==> src/rtl/hazard_fwd_ctrl.sv <==
// Forwarding/hazard unit for the 5-stage pipeline: D/E forward selects, load-use and
// branch-on-load stalls, memory-wait freeze FSM with watchdog. Optional macro HAZ_PERF_CNT_EN adds stall counters.
module hazard_fwd_ctrl #(
  parameter int ADDR_W      = 5,
  parameter int NUM_RD      = 2,
  parameter int TMO_W       = 8,
  parameter int MEM_TIMEOUT = 200,
  parameter int CNT_W       = 16
) (
  input  logic                     CLK,
  input  logic                     RST_N,
  input  logic [NUM_RD*ADDR_W-1:0] RdAddr_D,
  input  logic [NUM_RD*ADDR_W-1:0] RdAddr_E,
  input  logic [ADDR_W-1:0]        RegDstAddr_E,
  input  logic [ADDR_W-1:0]        RegDstAddr_M,
  input  logic [ADDR_W-1:0]        RegDstAddr_W,
  input  logic                     RegWriteEN_E,
  input  logic                     RegWriteEN_M,
  input  logic                     RegWriteEN_W,
  input  logic                     MemRead_E,
  input  logic                     MemRead_M,
  input  logic                     MemReady_M,
  input  logic                     Branch_D,
  output logic [NUM_RD*2-1:0]      FwdSel_D,
  output logic [NUM_RD*2-1:0]      FwdSel_E,
  output logic                     Stall_F,
  output logic                     Stall_D,
  output logic                     Flush_E,
  output logic                     Freeze_EM,
  output logic                     MemTimeout_ERR,
  output logic [CNT_W-1:0]         LoadUseCnt,
  output logic [CNT_W-1:0]         BranchStallCnt,
  output logic [CNT_W-1:0]         MemWaitCnt
);

  localparam logic [1:0] RUN      = 2'd0;
  localparam logic [1:0] MEM_WAIT = 2'd1;
  localparam logic [1:0] ERR      = 2'd2;
  localparam logic [TMO_W-1:0] TMO_LIMIT = TMO_W'(MEM_TIMEOUT);

  logic [1:0]        stateReg, stateNext;
  logic [TMO_W-1:0]  wdReg, wdNext, wdInc;
  logic              errReg, errNext;
  logic [NUM_RD-1:0] matchDE, matchDM, matchDW, matchEM, matchEW;
  logic              selGate, loadUse, branchLoad, memMiss;
  logic              stallRaw, flushRaw, freezeRaw;

  assign selGate = !RST_N || (stateReg == MEM_WAIT);

  for (genvar gi = 0; gi < NUM_RD; gi++) begin : gPort
    logic [ADDR_W-1:0] addrD, addrE;
    logic [1:0]        selD, selE;

    assign addrD = RdAddr_D[gi*ADDR_W +: ADDR_W];
    assign addrE = RdAddr_E[gi*ADDR_W +: ADDR_W];

    assign matchDE[gi] = RegWriteEN_E && (RegDstAddr_E != '0) && (RegDstAddr_E == addrD);
    assign matchDM[gi] = RegWriteEN_M && (RegDstAddr_M != '0) && (RegDstAddr_M == addrD);
    assign matchDW[gi] = RegWriteEN_W && (RegDstAddr_W != '0) && (RegDstAddr_W == addrD);
    assign matchEM[gi] = RegWriteEN_M && (RegDstAddr_M != '0) && (RegDstAddr_M == addrE);
    assign matchEW[gi] = RegWriteEN_W && (RegDstAddr_W != '0) && (RegDstAddr_W == addrE);

    // A load in E cannot forward yet; the port reads 0 and the load-use stall covers it.
    always_comb begin
      selD = 2'd0;
      if (matchDE[gi])      selD = MemRead_E ? 2'd0 : 2'd1;
      else if (matchDM[gi]) selD = 2'd2;
      else if (matchDW[gi]) selD = 2'd3;
    end

    always_comb begin
      selE = 2'd0;
      if (matchEM[gi])      selE = 2'd1;
      else if (matchEW[gi]) selE = 2'd2;
    end

    assign FwdSel_D[gi*2 +: 2] = selGate ? 2'd0 : selD;
    assign FwdSel_E[gi*2 +: 2] = selGate ? 2'd0 : selE;
  end

  assign loadUse    = MemRead_E && (|matchDE);
  assign branchLoad = Branch_D && MemRead_M && (|matchDM);
  assign memMiss    = MemRead_M && !MemReady_M;
  assign wdInc      = wdReg + 1'b1;

  always_comb begin
    stateNext = stateReg;
    wdNext    = wdReg;
    errNext   = errReg;
    stallRaw  = 1'b0;
    flushRaw  = 1'b0;
    freezeRaw = 1'b0;
    case (stateReg)
      RUN: begin
        if (memMiss) begin
          freezeRaw = 1'b1;
          stallRaw  = 1'b1;
          wdNext    = '0;
          stateNext = MEM_WAIT;
        end else if (loadUse || branchLoad) begin
          stallRaw = 1'b1;
          flushRaw = 1'b1;
        end
      end
      MEM_WAIT: begin
        freezeRaw = 1'b1;
        stallRaw  = 1'b1;
        if (MemReady_M) begin
          wdNext    = '0;
          stateNext = RUN;
        end else begin
          wdNext = wdInc;
          if (wdInc == TMO_LIMIT) begin
            errNext   = 1'b1;
            stateNext = ERR;
          end
        end
      end
      ERR: begin
        freezeRaw = 1'b1;
        stallRaw  = 1'b1;
      end
      default: stateNext = RUN;
    endcase
  end

  always_ff @(posedge CLK or negedge RST_N) begin
    if (!RST_N) begin
      stateReg <= RUN;
      wdReg    <= '0;
      errReg   <= 1'b0;
    end else begin
      stateReg <= stateNext;
      wdReg    <= wdNext;
      errReg   <= errNext;
    end
  end

  // Gating with RST_N makes every output drop the moment reset asserts.
  assign Stall_F        = RST_N && stallRaw;
  assign Stall_D        = RST_N && stallRaw;
  assign Flush_E        = RST_N && flushRaw;
  assign Freeze_EM      = RST_N && freezeRaw;
  assign MemTimeout_ERR = errReg;

`ifdef HAZ_PERF_CNT_EN
  logic             luStall, brStall;
  logic [CNT_W-1:0] luCntReg, brCntReg, mwCntReg;

  assign luStall = (stateReg == RUN) && !memMiss && loadUse;
  assign brStall = (stateReg == RUN) && !memMiss && branchLoad && !loadUse;

  always_ff @(posedge CLK or negedge RST_N) begin
    if (!RST_N) begin
      luCntReg <= '0;
      brCntReg <= '0;
      mwCntReg <= '0;
    end else begin
      if (luStall && (luCntReg != '1))   luCntReg <= luCntReg + 1'b1;
      if (brStall && (brCntReg != '1))   brCntReg <= brCntReg + 1'b1;
      if (freezeRaw && (mwCntReg != '1)) mwCntReg <= mwCntReg + 1'b1;
    end
  end

  assign LoadUseCnt     = luCntReg;
  assign BranchStallCnt = brCntReg;
  assign MemWaitCnt     = mwCntReg;
`else
  assign LoadUseCnt     = '0;
  assign BranchStallCnt = '0;
  assign MemWaitCnt     = '0;
`endif

endmodule
==> config.mk <==
export PLATFORM = sky130hd
export DESIGN_NAME = hazard_fwd_ctrl
export DESIGN_NICKNAME = d
export VERILOG_FILES = /design/src/rtl/hazard_fwd_ctrl.sv
export SDC_FILE = /design/constraint.sdc
export NUM_CORES = 1
export LEC_CHECK = 0
export ABC_CLOCK_PERIOD_IN_PS = 2800
export CORE_MARGIN = 2
export CORE_UTILIZATION = 40
export CTS_CLUSTER_SIZE = 14
export DETAILED_ROUTE_END_ITERATION = 12
export PLACE_DENSITY = 0.82
export SETUP_SLACK_MARGIN = 0.5
export SKIP_LAST_GASP = 1
export SLEW_MARGIN = 10
export SYNTH_ARGS = -nofsm -noshare
export SYNTH_HDL_FRONTEND = slang
export SYNTH_SLANG_ARGS = --single-unit
==> constraint.sdc <==
create_clock -name CLK -period 2.8 [get_ports CLK]
set_input_delay 0.56 -clock CLK [delete_from_list [all_inputs] [get_ports CLK]]
set_output_delay 0.56 -clock CLK [all_outputs]
set_load 0.02 [all_outputs]
* Word-level counts from Yosys, hierarchy flattened
Cells that the tools add are included.
** Word-level totals
- Word-level logic and storage cells :: 85
- Register bits :: 11
** Cells by class
- Reductions and logical operators :: 35
- Add/sub/neg operators :: 1
- Muxes and demuxes :: 29
- Bitwise gates (word level) :: 2
- Equality and inequality tests :: 15
** Operators with widths (count)
- == test 5 bit :: 10
- 2-to-1 mux 2 bit :: 17
- logical AND 1 bit :: 20
- 2-to-1 mux 8 bit :: 2
- one-hot mux 8 bit (2 select lines) :: 1
- nonzero test 5 bit :: 3
- adder 8 x 1 -> 8 bit, second input constant :: 1
- == test 8 bit, second input constant :: 1
- 2-to-1 mux 1 bit :: 6
- one-hot mux 2 bit (3 select lines) :: 1
- AND reduction 3 bit :: 2
- OR reduction 2 bit :: 3
- one-hot mux 1 bit (2 select lines) :: 2
- != test 3 x 2 -> 1 bit, second input constant :: 1
- == test 2 x 1 -> 1 bit, second input constant :: 1
- == test 2 bit, second input constant :: 1
- logical NOT 1 bit :: 2
- logical NOT 2 bit :: 1
- logical OR 1 bit :: 2
- != test 2 bit, second input constant :: 1
- inverter 1 bit :: 2
- AND reduction 2 bit :: 1
- nonzero test 2 bit :: 1

* Logic depth before layout (Yosys ltp)
- Depth in word-level cells :: 10
- Depth in mapped cells :: 8
- Depth with buffers taken out :: 7

* Worst setup path after synthesis
Ideal clock, no wire load.
- Path type :: in2out
- From :: input port RegDstAddr_M[1]
- To :: output port Stall_F
- Data arrival time :: 2.120 ns
- Data required time :: 2.240 ns
- Path slack :: 0.120 ns
- Cell stages on the path :: 7
- Cells stage by stage :: buf_6 or4_4 o21a_4 and3_4 o211ai_2 nand3b_1 buf_4
** Between the ends
- Word-level cells in the longest chain between the ends :: 10
** Ends and longest elaborated chain
- from (decl) :: RTL line 15 : input logic [ADDR_W-1:0] RegDstAddr_M,
- nonzero test 5 bit :: RTL line 58 : assign matchDM[gi] = RegWriteEN_M && (RegDstAddr_M != '0) && (RegDstAddr_M == addrD);
- logical AND 1 bit (2 in a row) :: RTL line 58
- OR reduction 2 bit * :: RTL line 82 : assign branchLoad = Branch_D && MemRead_M && (|matchDM);
- logical AND 1 bit * :: RTL line 82
- logical OR 1 bit * :: RTL line 100 : end else if (loadUse || branchLoad) begin
- 2-to-1 mux 1 bit * :: RTL line 100
- 2-to-1 mux 1 bit * :: RTL line 95 : if (memMiss) begin
- one-hot mux 1 bit (2 select lines) * :: RTL line 93 : case (stateReg)
- logical AND 1 bit *
- to (decl) :: RTL line 26 : output logic Stall_F,
Every way passes the cells marked *; elsewhere a longest branch is shown, timed or not.

* Worst setup path in the final report
- From :: input port RegDstAddr_M[2]
- To :: output port Stall_F
** Between the ends
- Word-level cells in the longest chain between the ends :: 10
** Ends and longest elaborated chain
- nonzero test 5 bit :: RTL line 58
- logical AND 1 bit (2 in a row) :: RTL line 58
- OR reduction 2 bit * :: RTL line 82
- logical AND 1 bit * :: RTL line 82
- logical OR 1 bit * :: RTL line 100
- 2-to-1 mux 1 bit * :: RTL line 100
- 2-to-1 mux 1 bit * :: RTL line 95
- one-hot mux 1 bit (2 select lines) * :: RTL line 93
- logical AND 1 bit * :: RTL line 140 : assign Stall_F = RST_N && stallRaw;
Marked as above.

==> results.yml <==
outcome:
  status: "finished clean"
placement:
  place_inst: 389
  dp_slack_ns: -0.549
  dp_hpwl_um: 4680
  port_buffers: 56
  place_congestion: 0.891
critical_path:
  crit_chain: "buf_6, or4_4, o21a_4, and3_4, o211ai_2, nand3b_1, buf_6"
  worst-path-buf-inv: 2
  max_stage_delay_ns: 0.53
  crit_path_frequent_cell: "buf_6"
  required_ns: 2.24
  r2r_slack_ns: 0.94
  r2r_cells: 7
  critPathMaxFanout: 6
  cp_top_family: "simple AND/OR/NAND/NOR gates"
  start_kind: "input port"
  arrival_ns: 2.01
  path_class: "input port to output pin"
  r2r_start: "stateReg[0]"
  r2r-end: "wdReg[7]"
  endpoint_kind: "output pin"
  cp_slowest_cell: "or4_4"
yosys:
  synth-seq-cells: 11
  ys_types: 48
  ys_top_cells_by_area: "buf_4 20%, dfrtp_1 14%, xnor2_1 12%"
  synth_top_cell_by_area: "buf_4"
  synth_area_um2: 1970
  synth_top_family_by_area: "buffers and inverters"
  yosysWarningCount: 0
  synth-adder-area-share: 0.0318
  synth_edf_count: 0
  synthMuxAreaShare: 0.0102
  synth_flop_cell: "dfrtp_1"
  yosysTopAreaCellShare: 0.198
  yosysSeqAreaShare: 0.140
  synth_compound_area_frac: 0.129
  syn_inst: 242
  avgSynthCellArea_um2: 8.13
  synthArstFlopShare: 1.00
  synth_xor_area_frac: 0.231
  synth-simple-area-share: 0.219
final_layout:
  fill_cells: 390
  num_antenna_cells: 0
  nets: 382
  most-common-layout-cells: "48 x conb_1, 43 x buf_4, 19 x xnor2_1"
  layout.cells.non_filler: 399
  post_route_cells_drive_above_1_share: 0.407
  area_growth_pct: 52.1
  final_common_cell: "conb_1"
grt:
  grt_pass1_wl_um: 9380
  groute.usage.overall: 0.223
  grt_start_max_net_pins: 12
  antenna_found_initial: 0
  grt_pass1_vias: 1927
  overflow: 0
floorplanning:
  num_rows: 25
  die_area_um2: 5500
  die_y_um: 74.1
  io_pins: 105
  start_util: 0.417
  die_width_um: 74.1
  coreArea_um2: 4720
timing:
  setup_viol: 0
  fmax_mhz: 389
  worst_hold_slack_ns: 0.422
  hold_viol_final: 0
  tightestPinTransition_ns: 0.700
  layout_setup_ws_ns: 0.230
  fin_skew_ns: 0.00471
  max-slew-margin-rel: 0.530
  period_needed_ns: 2.57
  drv_slew: 0
  finalSetupTns_ns: 0
  rsz0062_at_grt: "true"
  fin_crit_sh: 0.918
clocking:
  insertion_delay_ns: 0.24
  cts_tree: "built"
  path_clk_slew_ns: 0.05
  cts_root_buf: "clkbuf_8"
  cts.sinks: 11
  cts_buffers: 3
  ctsHtreeMaxLevel: 1
  clockBufferDepth: 2
detailed_routing:
  wire_per_inst_um: 15.4
  drc_errors: 0
  viasPerCell: 4.82
  drtIter0Drc: 91
  dr.pass1.iters: 4
  antenna_left: 0
  routed_wl_um: 6130
  vias: 1922
worst_hold_path:
  hold_path.class: "input port to asynchronous set/reset pin"
power:
  design_power_total_mw: 1.02
  leakage_nw: 1.37
  ir_drop_uv: 322
  power.density_nw_per_um2: 340
flow_run:
  cap_violations: 0
[kinds of logic after synthesis]
logic type,Yosys count
muxes,2
and+or+nand+nor,69
adders and majority gates,5
DFF,11
buffers and inverters,66
AOI/OAI and AO/OA,36
xor gates and xnor gates,52
other,1
[what timing repair did]
action                     CTS  global route
setup buffers                3             3
pin swaps                   22            25
hold buffers                 0             0
gates resized for setup    166            50
cloned                       0             0
setup endpoints to repair   12            12
[per-stage QoR]
stage | area (um2) | util
after CTS | 2830 | 0.600
after global placement | 2670 | 0.566
after floorplan | 2200 | -
final | 2990 | 0.634
after global routing | 2990 | 0.634
after detailed placement | 2670 | 0.566
[state kept, by name, indices dropped and copies added, names as in the netlist]
register / count
MemTimeout_ERR: 1
stateReg: 2
wdReg: 8
[cells in the mapped netlist (2+ instances only)]
cell / number
mux2i_1: 2
o31ai_1: 2
nand2_1: 8
nor2_1: 10
buf_6: 3
xnor2_1: 28
dfrtp_1: 11
nor3_1: 7
or4_4: 2
clkbuf_1: 7
o21ai_1: 4
nor4_2: 2
o21ai_0: 9
xor2_1: 24
nand2b_1: 2
nand3_1: 12
a31o_1: 2
ha_1: 5
buf_4: 52
nor4_1: 4
nand4_1: 2
nor2b_1: 5
inv_1: 4
a21oi_1: 7
nor3b_1: 2
and3_1: 4
[final cells by class]
type,count,area (um2),area share
clock buffers,4,45.0,0.0150
repair buffers,101,833,0.278
inverters,4,15.0,0.00501
multi-input cells,212,1740,0.582
flip-flops and latches,11,275,0.0919
well taps,67,83.8,0.0280
[worst max-delay path by stage]
stage	startpoint	endpoint	slack (ns)	cells past startpoint
after detailed placement	RegDstAddr_E[1]	FwdSel_D[3]	-0.55	6
after global routing	RegDstAddr_M[2]	Stall_D	0.19	7
final	RegDstAddr_M[2]	Stall_F	0.23	7
after floorplan	RegDstAddr_M[2]	Stall_F	0.13	7
after global placement	RegDstAddr_E[1]	FwdSel_D[3]	-0.51	6
after CTS	RegDstAddr_M[1]	Stall_F	0.23	7
[where the power goes]
| part | total (mW) | leakage, nW | switching (mW) | internal [mW] |
|---|---|---|---|---|
| Sequential | 0.213 | 0.149 | 0.0303 | 0.182 |
| Combinational | 0.648 | 1.19 | 0.377 | 0.271 |
| Clock | 0.157 | 0.0228 | 0.0575 | 0.0998 |
| Total | 1.02 | 1.37 | 0.465 | 0.553 |
[routing by layer]
layer  global-route usage  vias to the layer above  wire length [um]
met5                    0                        -                 0
met4               0.0889                        0               174
met3               0.0312                       19               340
met2                0.407                       84              3250
met1                0.261                      916              2360
li1                     -                      903                 -
[worst reg2reg max path: cells and delay by family (launching register included)]
family,cells,cell delay [ns]
AO/OA/AOI/OAI,4,0.94
adder cells (fa/ha/maj),1,0.19
flip-flops,1,0.39
buffers and inverters,2,0.21
No activity file was read; power rests on OpenSTA's default activity.
==> variant (config.mk and constraints unchanged) <==
Build with the macro `HAZ_PERF_CNT_EN` defined.
--- a/src/rtl/hazard_fwd_ctrl.sv
+++ b/src/rtl/hazard_fwd_ctrl.sv
@@ -1,5 +1,7 @@
 // Forwarding/hazard unit for the 5-stage pipeline: D/E forward selects, load-use and
 // branch-on-load stalls, memory-wait freeze FSM with watchdog. Optional macro HAZ_PERF_CNT_EN adds stall counters.
+`define HAZ_PERF_CNT_EN
+
 module hazard_fwd_ctrl #(
   parameter int ADDR_W      = 5,
   parameter int NUM_RD      = 2,
Check against the original RTL: not equivalent (a bounded check fails within 4 cycles, from zero or initial values and one cycle with RST_N low).
==> variant against the original RTL <==
  * Synthesized area grew 90%
  * Utilization rose by 0.38 points
  * Routed wire length increased by 66%
  * Sequential cell count rose by 48
  * Via count increased by 79%
  * Total power increased to 2.7 times the old value
  * Worst setup slack got worse by 130 ps
  * Design area increased by 95%
  * Synthesized cell count is 59% higher
==> variant: results (changes against the original RTL) <==
| Metric | Value |
|---|---|
| Status | finished, final reports clean (unchanged) |
| Vias | 3440 (was 1922) |
| Slew margin rel. | 58.3% (was 53.0%) |
| Routed wire per std cell | 15.4 µm (about the same) |
| Worst vdd ir | 0.000313 V (was 0.000322 V) |
| DR iter-0 viols | 98 (was 91) |
| Worst-path clk slew | 80 ps (was 50 ps) |
| Worst-path maximum fanout | 3 (was 6) |
| PD cells | 467 mW/mm² (was 340 mW/mm²) |
| Worst-Skew Late Latency | 340 ps (was 240 ps) |
| Max Clock Skew | 12.2 ps (was 4.71 ps) |
| Seq/Total Area, Yosys | 39.6% (was 14.0%) |
| NonClk Buf Share | 26.0% (was 27.8%) |
| Vias in the first global route | 3586 (was 1927) |
| Fill cell count | 735 (was 390) |
| R2R depth | 9 (was 7) |
| First-pass GRT wire length | 16.7 mm (was 9.38 mm) |
| Cell Area, Placed | 0.00526 mm² (was 0.00267 mm²) |
| Layout clock area frac | 3.11% (was 1.50%) |
| Flip-flop and latch count | 59 (was 11) |
| FF-to-FF setup slack | 650 ps (was 940 ps) |
| Syn_area_per_cell | 9.69 µm² (was 8.13 µm²) |
| Buffers on Ports | 104 (was 56) |
| Final Wtd Congestion | 0.915 (was 0.891) |
| Layout cells sized above 1 | 34.1% (was 40.7%) |
| LEAKAGE | 0.00255 µW (was 0.00137 µW) |
| Seq area share | 25.3% (was 9.19%) |
| Nonclk inv count | 7 (was 4) |
| Synth top area cells | dfrtp_1, xnor2_1, xor2_1, nand3_1, nand2_1 (was buf_4, dfrtp_1, xnor2_1, xor2_1, ha_1) |
| Multi-input gate count | 303 (was 212) |
| Multi-input combinational area share | 42.7% (was 58.2%) |
| DP HPWL | 7.46 mm (was 4.68 mm) |
| N_taps | 111 (was 67) |
| Max incr delay on CP | 290 ps (was 530 ps) |
| Plain + repair buffers | 166 (was 101) |
| GRT Overall Usage | 20.6% (was 22.3%) |
| Setup crit start | RdAddr_D[4] (was RegDstAddr_M[2]) |
| Ratio of final minimum period to clock period | 96.3% (was 91.8%) |
| CLK BUF | 9 (was 4) |
| Post-CTS sizing | 187 (was 166) |
[variant: cell types whose count changed after synthesis, moves of 16 or more]
cell     before  now
nand3_1      12   28
buf_4        52    1
xnor2_1      28   61
nor2_1       10   26
dfrtp_1      11   59
nand2_1       8   30
[variant: critical path, delay by kind of cell]
kind | cells | cell delay, ps
simple gates | 3 | 690
compound gates | 2 | 440
buf+inv | 2 | 280
xor+xnor | 1 | 160
[variant: logic make-up after synthesis]
| group | after synthesis | synth area share (%) |
|---|---|---|
| fa+ha+maj | 8 | 2.68 |
| xor+xnor | 95 | 22.3 |
| simple gates | 157 | 23.3 |
| mux | 6 | 1.78 |
| compound gates | 37 | 7.04 |
| buf+inv | 23 | 3.32 |
| flops | 59 | 39.6 |
[variant: power breakdown]
group / total [µW] / internal, µW / switching, µW
logic: 967 / 476 / 491
registers: 1040 / 936 / 106
clock network: 719 / 332 / 387
[variant: layer usage]
layer	track usage [%]	routed length (µm)
met5	0	0
met4	7.27	242
met3	4.72	575
met2	35.6	5150
met1	25.2	4220
